### src/rtl/lsu_load_queue_if.sv
// Signal bundle between the core, the MMU, the data bus and the load queue.
// slave is the queue's view; master is the environment's view.
interface lsu_load_queue_if #(
   parameter int TAG_W = 6
);
   logic             flush;
   logic             issue_valid;
   logic             issue_ready;
   logic [2:0]       issue_op;
   logic [31:0]      issue_vaddr;
   logic [TAG_W-1:0] issue_tag;
   logic [31:0]      mmu_vaddr;
   logic [31:0]      mmu_paddr;
   logic             mmu_uncached;
   logic             mmu_miss;
   logic             mmu_invalid;
   logic             mmu_illegal;
   logic             dbus_request;
   logic             dbus_ready;
   logic [31:0]      dbus_paddr;
   logic [3:0]       dbus_byteenable;
   logic             dbus_uncached;
   logic             dbus_rvalid;
   logic [31:0]      dbus_rddata;
   logic             res_valid;
   logic             res_ready;
   logic [TAG_W-1:0] res_tag;
   logic [31:0]      res_data;
   logic             res_ex;
   logic [4:0]       res_exc_code;
   logic [31:0]      res_badvaddr;

   modport slave (
      input  flush, issue_valid, issue_op, issue_vaddr, issue_tag,
      input  mmu_paddr, mmu_uncached, mmu_miss, mmu_invalid, mmu_illegal,
      input  dbus_ready, dbus_rvalid, dbus_rddata, res_ready,
      output issue_ready, mmu_vaddr, dbus_request, dbus_paddr, dbus_byteenable,
      output dbus_uncached, res_valid, res_tag, res_data, res_ex, res_exc_code,
      output res_badvaddr
   );

   modport master (
      output flush, issue_valid, issue_op, issue_vaddr, issue_tag,
      output mmu_paddr, mmu_uncached, mmu_miss, mmu_invalid, mmu_illegal,
      output dbus_ready, dbus_rvalid, dbus_rddata, res_ready,
      input  issue_ready, mmu_vaddr, dbus_request, dbus_paddr, dbus_byteenable,
      input  dbus_uncached, res_valid, res_tag, res_data, res_ex, res_exc_code,
      input  res_badvaddr
   );
endinterface

### src/rtl/lsu_load_queue.sv
// In-order load queue: checks alignment/translation at issue, sends reads in order,
// extends returned data and retires results strictly from the head.
module lsu_load_queue #(
   parameter int DEPTH = 4,
   parameter int TAG_W = 6
) (
   input  logic            clk,
   input  logic            rst,
   lsu_load_queue_if.slave bus
);
   localparam int AW = $clog2(DEPTH);
   localparam int PW = AW + 1;
   localparam int CW = AW + 4;

   typedef enum logic [1:0] {S_FREE, S_WAIT_BUS, S_IN_FLIGHT, S_DONE} state_t;

   state_t           r_state     [DEPTH];
   state_t           w_state_nxt [DEPTH];
   logic [PW-1:0]    r_head, r_tail, r_send, r_ifh, r_ift;
   logic [CW-1:0]    r_drop;
   logic [AW-1:0]    r_if_idx [DEPTH];
   logic [TAG_W-1:0] r_tag    [DEPTH];
   logic [2:0]       r_op     [DEPTH];
   logic [31:0]      r_vaddr  [DEPTH];
   logic [31:0]      r_paddr  [DEPTH];
   logic [31:0]      r_data   [DEPTH];
   logic             r_unc    [DEPTH];
   logic             r_ex     [DEPTH];
   logic [3:0]       r_be     [DEPTH];
   logic [4:0]       r_code   [DEPTH];

   logic [AW-1:0] w_head_idx, w_tail_idx, w_send_idx, w_ifh_idx, w_ift_idx, w_rsp_idx;
   logic [PW-1:0] w_if_cnt;
   logic          w_full, w_accept, w_send_wait, w_send_skip, w_hs;
   logic          w_if_nempty, w_dropping, w_rv_used, w_rsp;
   logic          w_res_valid, w_retire, w_res_ex;
   logic          w_is_half, w_is_word, w_misal, w_adel, w_tlbl, w_ex;

   function automatic logic [3:0] f_byteenable(input logic [2:0] op, input logic [1:0] a);
      case (op)
         3'd0, 3'd1: f_byteenable = 4'b0001 << a;
         3'd2, 3'd3: f_byteenable = a[1] ? 4'b1100 : 4'b0011;
         default:    f_byteenable = 4'b1111;
      endcase
   endfunction

   function automatic logic [31:0] f_load_ext(input logic [2:0] op, input logic [31:0] word,
                                              input logic [1:0] off);
      logic [31:0] sh;
      sh = word >> {off, 3'b000};
      case (op)
         3'd0:    f_load_ext = {{24{sh[7]}}, sh[7:0]};
         3'd1:    f_load_ext = {24'h0, sh[7:0]};
         3'd2:    f_load_ext = {{16{sh[15]}}, sh[15:0]};
         3'd3:    f_load_ext = {16'h0, sh[15:0]};
         default: f_load_ext = sh;
      endcase
   endfunction

   assign w_head_idx  = r_head[AW-1:0];
   assign w_tail_idx  = r_tail[AW-1:0];
   assign w_send_idx  = r_send[AW-1:0];
   assign w_ifh_idx   = r_ifh[AW-1:0];
   assign w_ift_idx   = r_ift[AW-1:0];
   assign w_rsp_idx   = r_if_idx[w_ifh_idx];

   assign w_full      = (r_head[AW] != r_tail[AW]) && (w_head_idx == w_tail_idx);
   assign w_accept    = bus.issue_valid & ~w_full;
   // Excepting entries sit DONE at the send pointer and are stepped over.
   assign w_send_wait = (r_send != r_tail) && (r_state[w_send_idx] == S_WAIT_BUS);
   assign w_send_skip = (r_send != r_tail) && (r_state[w_send_idx] == S_DONE);
   assign w_hs        = w_send_wait & bus.dbus_ready;

   assign w_if_cnt    = r_ift - r_ifh;
   assign w_if_nempty = (r_ift != r_ifh);
   assign w_dropping  = (r_drop != '0);
   assign w_rv_used   = bus.dbus_rvalid & (w_dropping | w_if_nempty);
   assign w_rsp       = bus.dbus_rvalid & ~w_dropping & w_if_nempty;

   assign w_res_valid = (r_state[w_head_idx] == S_DONE);
   assign w_retire    = w_res_valid & bus.res_ready;
   assign w_res_ex    = w_res_valid & r_ex[w_head_idx];

   assign w_is_half   = (bus.issue_op == 3'd2) || (bus.issue_op == 3'd3);
   assign w_is_word   = bus.issue_op[2];
   assign w_misal     = (w_is_half & bus.issue_vaddr[0]) | (w_is_word & (|bus.issue_vaddr[1:0]));
   assign w_adel      = w_misal | bus.mmu_illegal;
   assign w_tlbl      = bus.mmu_miss | bus.mmu_invalid;
   assign w_ex        = w_adel | w_tlbl;

   always_comb begin
      for (int i = 0; i < DEPTH; i++) w_state_nxt[i] = r_state[i];
      if (bus.flush) begin
         for (int i = 0; i < DEPTH; i++) w_state_nxt[i] = S_FREE;
      end else begin
         if (w_accept) w_state_nxt[w_tail_idx] = w_ex ? S_DONE : S_WAIT_BUS;
         if (w_hs)     w_state_nxt[w_send_idx] = S_IN_FLIGHT;
         if (w_rsp)    w_state_nxt[w_rsp_idx]  = S_DONE;
         if (w_retire) w_state_nxt[w_head_idx] = S_FREE;
      end
   end

   // Outstanding bus reads at flush time become drops, plus any already being dropped.
   always_ff @(posedge clk) begin
      if (rst) begin
         for (int i = 0; i < DEPTH; i++) r_state[i] <= S_FREE;
         r_head <= '0;
         r_tail <= '0;
         r_send <= '0;
         r_ifh  <= '0;
         r_ift  <= '0;
         r_drop <= '0;
      end else begin
         for (int i = 0; i < DEPTH; i++) r_state[i] <= w_state_nxt[i];
         if (bus.flush) begin
            r_head <= '0;
            r_tail <= '0;
            r_send <= '0;
            r_ifh  <= '0;
            r_ift  <= '0;
            r_drop <= r_drop + CW'(w_if_cnt) + CW'(w_hs) - CW'(w_rv_used);
         end else begin
            r_tail <= r_tail + PW'(w_accept);
            r_send <= r_send + PW'(w_hs | w_send_skip);
            r_head <= r_head + PW'(w_retire);
            r_ift  <= r_ift + PW'(w_hs);
            r_ifh  <= r_ifh + PW'(w_rsp);
            if (w_dropping && bus.dbus_rvalid) r_drop <= r_drop - CW'(1);
         end
      end
   end

   always_ff @(posedge clk) begin
      if (w_accept) begin
         r_tag[w_tail_idx]   <= bus.issue_tag;
         r_op[w_tail_idx]    <= bus.issue_op;
         r_vaddr[w_tail_idx] <= bus.issue_vaddr;
         r_paddr[w_tail_idx] <= bus.mmu_paddr;
         r_unc[w_tail_idx]   <= bus.mmu_uncached;
         r_be[w_tail_idx]    <= f_byteenable(bus.issue_op, bus.issue_vaddr[1:0]);
         r_ex[w_tail_idx]    <= w_ex;
         r_code[w_tail_idx]  <= w_adel ? 5'd4 : 5'd2;
         r_data[w_tail_idx]  <= '0;
      end
      if (w_hs)  r_if_idx[w_ift_idx] <= w_send_idx;
      if (w_rsp) r_data[w_rsp_idx] <= f_load_ext(r_op[w_rsp_idx], bus.dbus_rddata,
                                                 r_paddr[w_rsp_idx][1:0]);
   end

   assign bus.issue_ready     = ~w_full;
   assign bus.mmu_vaddr       = bus.issue_vaddr;
   assign bus.dbus_request    = w_send_wait;
   assign bus.dbus_paddr      = w_send_wait ? {r_paddr[w_send_idx][31:2], 2'b00} : '0;
   assign bus.dbus_byteenable = w_send_wait ? r_be[w_send_idx] : '0;
   assign bus.dbus_uncached   = w_send_wait & r_unc[w_send_idx];
   assign bus.res_valid       = w_res_valid;
   assign bus.res_tag         = w_res_valid ? r_tag[w_head_idx] : '0;
   assign bus.res_data        = w_res_valid ? r_data[w_head_idx] : '0;
   assign bus.res_ex          = w_res_ex;
   assign bus.res_exc_code    = w_res_ex ? r_code[w_head_idx] : '0;
   assign bus.res_badvaddr    = w_res_ex ? r_vaddr[w_head_idx] : '0;
endmodule
### src/flat_wrapper.sv
// flat-port wrapper written by rule: the top's interface ports become plain ports
module lsu_load_queue_flat 
#(
   parameter int DEPTH = 4,
   parameter int TAG_W = 6
)
  (clk, rst, bus_flush, bus_issue_valid, bus_issue_op, bus_issue_vaddr, bus_issue_tag, bus_mmu_paddr, bus_mmu_uncached, bus_mmu_miss, bus_mmu_invalid, bus_mmu_illegal, bus_dbus_ready, bus_dbus_rvalid, bus_dbus_rddata, bus_res_ready, bus_issue_ready, bus_mmu_vaddr, bus_dbus_request, bus_dbus_paddr, bus_dbus_byteenable, bus_dbus_uncached, bus_res_valid, bus_res_tag, bus_res_data, bus_res_ex, bus_res_exc_code, bus_res_badvaddr);
  lsu_load_queue_if #(.TAG_W(TAG_W)) bus_i ();
  input  logic clk;
  input  logic rst;
  input wire logic [$bits(bus_i.flush)-1:0] bus_flush;
  input wire logic [$bits(bus_i.issue_valid)-1:0] bus_issue_valid;
  input wire logic [$bits(bus_i.issue_op)-1:0] bus_issue_op;
  input wire logic [$bits(bus_i.issue_vaddr)-1:0] bus_issue_vaddr;
  input wire logic [$bits(bus_i.issue_tag)-1:0] bus_issue_tag;
  input wire logic [$bits(bus_i.mmu_paddr)-1:0] bus_mmu_paddr;
  input wire logic [$bits(bus_i.mmu_uncached)-1:0] bus_mmu_uncached;
  input wire logic [$bits(bus_i.mmu_miss)-1:0] bus_mmu_miss;
  input wire logic [$bits(bus_i.mmu_invalid)-1:0] bus_mmu_invalid;
  input wire logic [$bits(bus_i.mmu_illegal)-1:0] bus_mmu_illegal;
  input wire logic [$bits(bus_i.dbus_ready)-1:0] bus_dbus_ready;
  input wire logic [$bits(bus_i.dbus_rvalid)-1:0] bus_dbus_rvalid;
  input wire logic [$bits(bus_i.dbus_rddata)-1:0] bus_dbus_rddata;
  input wire logic [$bits(bus_i.res_ready)-1:0] bus_res_ready;
  output wire logic [$bits(bus_i.issue_ready)-1:0] bus_issue_ready;
  output wire logic [$bits(bus_i.mmu_vaddr)-1:0] bus_mmu_vaddr;
  output wire logic [$bits(bus_i.dbus_request)-1:0] bus_dbus_request;
  output wire logic [$bits(bus_i.dbus_paddr)-1:0] bus_dbus_paddr;
  output wire logic [$bits(bus_i.dbus_byteenable)-1:0] bus_dbus_byteenable;
  output wire logic [$bits(bus_i.dbus_uncached)-1:0] bus_dbus_uncached;
  output wire logic [$bits(bus_i.res_valid)-1:0] bus_res_valid;
  output wire logic [$bits(bus_i.res_tag)-1:0] bus_res_tag;
  output wire logic [$bits(bus_i.res_data)-1:0] bus_res_data;
  output wire logic [$bits(bus_i.res_ex)-1:0] bus_res_ex;
  output wire logic [$bits(bus_i.res_exc_code)-1:0] bus_res_exc_code;
  output wire logic [$bits(bus_i.res_badvaddr)-1:0] bus_res_badvaddr;
  assign bus_i.flush = bus_flush;
  assign bus_i.issue_valid = bus_issue_valid;
  assign bus_i.issue_op = bus_issue_op;
  assign bus_i.issue_vaddr = bus_issue_vaddr;
  assign bus_i.issue_tag = bus_issue_tag;
  assign bus_i.mmu_paddr = bus_mmu_paddr;
  assign bus_i.mmu_uncached = bus_mmu_uncached;
  assign bus_i.mmu_miss = bus_mmu_miss;
  assign bus_i.mmu_invalid = bus_mmu_invalid;
  assign bus_i.mmu_illegal = bus_mmu_illegal;
  assign bus_i.dbus_ready = bus_dbus_ready;
  assign bus_i.dbus_rvalid = bus_dbus_rvalid;
  assign bus_i.dbus_rddata = bus_dbus_rddata;
  assign bus_i.res_ready = bus_res_ready;
  assign bus_issue_ready = bus_i.issue_ready;
  assign bus_mmu_vaddr = bus_i.mmu_vaddr;
  assign bus_dbus_request = bus_i.dbus_request;
  assign bus_dbus_paddr = bus_i.dbus_paddr;
  assign bus_dbus_byteenable = bus_i.dbus_byteenable;
  assign bus_dbus_uncached = bus_i.dbus_uncached;
  assign bus_res_valid = bus_i.res_valid;
  assign bus_res_tag = bus_i.res_tag;
  assign bus_res_data = bus_i.res_data;
  assign bus_res_ex = bus_i.res_ex;
  assign bus_res_exc_code = bus_i.res_exc_code;
  assign bus_res_badvaddr = bus_i.res_badvaddr;
  lsu_load_queue #(.DEPTH(DEPTH), .TAG_W(TAG_W)) u_core (.clk(clk), .rst(rst), .bus(bus_i));
endmodule
### config.mk
export PLATFORM = sky130hd
export DESIGN_NAME = lsu_load_queue_flat
export DESIGN_NICKNAME = d
export VERILOG_FILES = /design/src/rtl/lsu_load_queue_if.sv /design/src/rtl/lsu_load_queue.sv /design/src/flat_wrapper.sv
export SDC_FILE = /design/constraint.sdc
export NUM_CORES = 1
export LEC_CHECK = 0
export BUFFER_PORTS_ARGS = -buffer_cell sky130_fd_sc_hd__buf_4
export CORE_MARGIN = 2
export CORE_UTILIZATION = 35
export CTS_BUF_LIST = sky130_fd_sc_hd__clkbuf_4 sky130_fd_sc_hd__clkbuf_8
export DETAILED_ROUTE_END_ITERATION = 16
export SETUP_SLACK_MARGIN = 0.2
export SKIP_CTS_REPAIR_TIMING = 1
export SLEW_MARGIN = 40
export SYNTH_ARGS = -nofsm -noshare
export SYNTH_HDL_FRONTEND = slang
export SYNTH_SLANG_ARGS = --single-unit
### constraint.sdc
create_clock -name clk -period 7.88 [get_ports clk]
set_clock_uncertainty 0.05 [all_clocks]
set_input_delay 0.394 -clock clk [delete_from_list [all_inputs] [get_ports clk]]
set_output_delay 0.394 -clock clk [all_outputs]
set_load 0.01 [all_outputs]
==> impl_metrics.toml <==
[outcome]
status = "finished, final reports clean"

[synthesis]
ys_ff_latch = 489
netlist_area_mm2 = 0.0213
avgSynthCellArea_um2 = 16.7
async_reset_ff_share_pct = 0
ys_warn_count = 0
synth.distinct_cells = 54
syn_inst = 1273
synth_top_area_share_pct = 64.9
synthTopCellsByArea = "edfxtp_1, mux4_2, dfxtp_1"
ys.flop_type = "edfxtp_1"
synth_area_leader_cell = "edfxtp_1"
yosysSeqAreaShare_pct = 67.6
synth_edf_count = 460

[clock_tree]
h-tree-depth = 3
cts_root_buffer = "clkbuf_8"
cts_num_sinks = 489
clkLatencyLatePin_ns = 0.67
cts.clk_slew.worst_paths_ns = 0.06
cts_buffer_depth = 3
cts_tree = "yes"
cts_buffers = 83

[routing]
drc = 0
wirelength_um = 51400
ant_nets = 0
via_count = 12300
vias_per_cell = 5.00
drtIter0Drc = 822
first_pass_iters = 5
wl_per_cell_um = 20.9

[cells_and_area]
final_common_cell = "edfxtp_1"
fin_nets = 1754
fin_area_mm2 = 0.0264
syn_to_final_growth_pct = 23.9
final_util_pct = 43.8
final_cell_mix = "edfxtp_1, buf_4, mux4_2"
layoutNonFillerInstCount = 2455
drive_gt1_share_pct = 36.2

[sta]
report.final.setup_viol = 0
hold_violations = 0
tightest_slew_ns = 0.813
fin_crit_ns = 3.81
whs_ns = 0.0356
post-route-period-util_pct = 48.3
rsz0062_at_grt = "no"
setup_ws_ns = 4.07
final_max_slew_viol_count = 0
tns_ns = 0
slew_headroom_pct = 45.8
max_freq_mhz = 263

[worst_setup_path]
path_cells = "mux4_2 > mux2i_4 > mux2i_4 > mux2i_1 > o211ai_1 > o211ai_4 > buf_4 > o21ai_0"
crit_path_start_kind = "register"
r2r-start = "u_core.r_ifh[0]$_SDFF_PP0_"
path_buf_inv = 1
worst_path_most_repeated_cell = "mux2i_4"
crit_slowest_cell = "mux4_2"
critPathKind = "register to register"
cp.arrival_ns = 4.14
slowest_delay_ns = 0.79
end_kind = "register"
rrSetupSlack_ns = 4.07
crit_fanout = 64
critical_path.top_delay_family = "multiplexers"
reg2reg_depth = 8
cp.required_ns = 8.22
worstReg2RegEnd = "u_core.r_data[2][31]$_SDFFCE_PN0P_"

[floorplanning]
io_pins = 264
die_w_um = 251
die_h_um = 251
std_cell_rows = 90
initial_utilization_pct = 35.3
die-area_mm2 = 0.0628
core_mm2 = 0.0602

[global_routing]
grt.overflow.total = 0
grt_pass1_wl_um = 76400
antenna_found_initial = 4
grt_pass1_vias = 12700
use_met3_pct = 4.32
track_usage_pct = 16.1
grt_max_degree = 68
top_usage_layer = "met2"
met1_usage_pct = 20.8
grt_use_met2_pct = 26.3

[worst_hold_path]
hold_path.class = "input pin to register"
hold_start = "bus_dbus_rddata[26]"
holdPathEnd = "u_core.r_data[2][26]$_SDFFCE_PN0P_"
min_path_cells = 3

[place]
place_area_mm2 = 0.0239
place_congestion = 0.768
dp_cells = 2234
pre_cts_slack_ns = 4.07
numPortBuffers = 258
place_hpwl_um = 31100

[power_and_ir_drop]
ir_worst_vdd_mv = 0.149
p_per_area_mw_per_mm2 = 217
total_power_mw = 5.71
p_leak_nw = 9.40

[flow_run]
max-cap-violations = 0
==> cells in the mapped netlist, types with 11 or more instances <==
master      n
clkbuf_1   48
xnor2_1    14
nor2_1     66
o21ai_1    20
and2_1     45
nand2b_1   13
inv_1      25
o21ai_0    14
ha_1       22
a21oi_1    45
mux2_2     15
buf_4      40
buf_1      11
nand2_1    50
and3_1     37
nor2b_1    73
mux4_2    114
dfxtp_1    29
edfxtp_1  460
mux2i_1    25
==> layer usage <==
layer  share of wire [%]  up-vias  routed length (um)
met5               0.090        -                  46
met4                 1.9        6                 975
met3                 7.1       79                3650
met2                  49      408               25200
met1                  42     6251               21400
li1                    -     5538                   -
==> cell type report <==
cell class	count	area [um^2]
well taps	782	978
inverters	25	93.8
repair buffers	362	2970
clock buffers	118	1460
fillers	5336	33900
diodes	1	2.50
multi-input cells	652	6260
clock inverters	26	203
flip-flops and latches	489	14400
==> worst max-delay path by stage <==
stage,startpoint,end,slack [ns],cells past startpoint
2_1_floorplan,u_core.r_head[1]$_SDFF_PP0_,u_core.r_data[2][0]$_SDFFCE_PN0P_,2.17,6
3_3_place_gp,u_core.r_ifh[0]$_SDFF_PP0_,u_core.r_data[2][31]$_SDFFCE_PN0P_,3.85,8
3_5_place_dp,u_core.r_ifh[0]$_SDFF_PP0_,u_core.r_data[2][31]$_SDFFCE_PN0P_,4.07,8
4_1_cts,u_core.r_head[0]$_SDFF_PP0_,bus_res_exc_code[1],4.01,5
5_1_grt,u_core.r_ifh[0]$_SDFF_PP0_,u_core.r_data[2][31]$_SDFFCE_PN0P_,3.79,8
6_report,u_core.r_ifh[0]$_SDFF_PP0_,u_core.r_data[2][31]$_SDFFCE_PN0P_,4.07,8
==> logic make-up after synthesis <==
family | count (synthesis) | share of synthesized area [%]
other cells | 1 | 0.0176
fa+ha+maj | 25 | 1.57
xor+xnor | 22 | 0.905
buf+inv | 136 | 3.38
compound gates | 122 | 3.82
flops | 489 | 67.6
simple gates | 319 | 8.18
mux | 159 | 14.5
==> flip-flops by register name (all words and copies together), names as in the netlist, 4 cells and up <==
register and count:
u_core.r_if_idx 8, u_core.r_ex 4, u_core.r_op 12, u_core.r_state 8
u_core.r_tag 24, u_core.r_code 8, u_core.r_paddr 128, u_core.r_vaddr 128
u_core.r_unc 4, u_core.r_data 128, u_core.r_be 16, u_core.r_drop 6
==> power breakdown <==
group          leakage [nW]  internal, mW  switching (mW)
clock network         0.878          1.26            1.03
logic                  3.91         0.241           0.252
registers              4.62          2.91          0.0237
==> worst register-to-register path: cells and delay by family (launching register included) <==
kind	cells	cell delay (ns)
muxes	4	1.98
buffers and inverters	1	0.58
AOI/OAI and AO/OA	3	0.49
DFF	1	0.43
No activity file was read; power rests on OpenSTA's default activity.
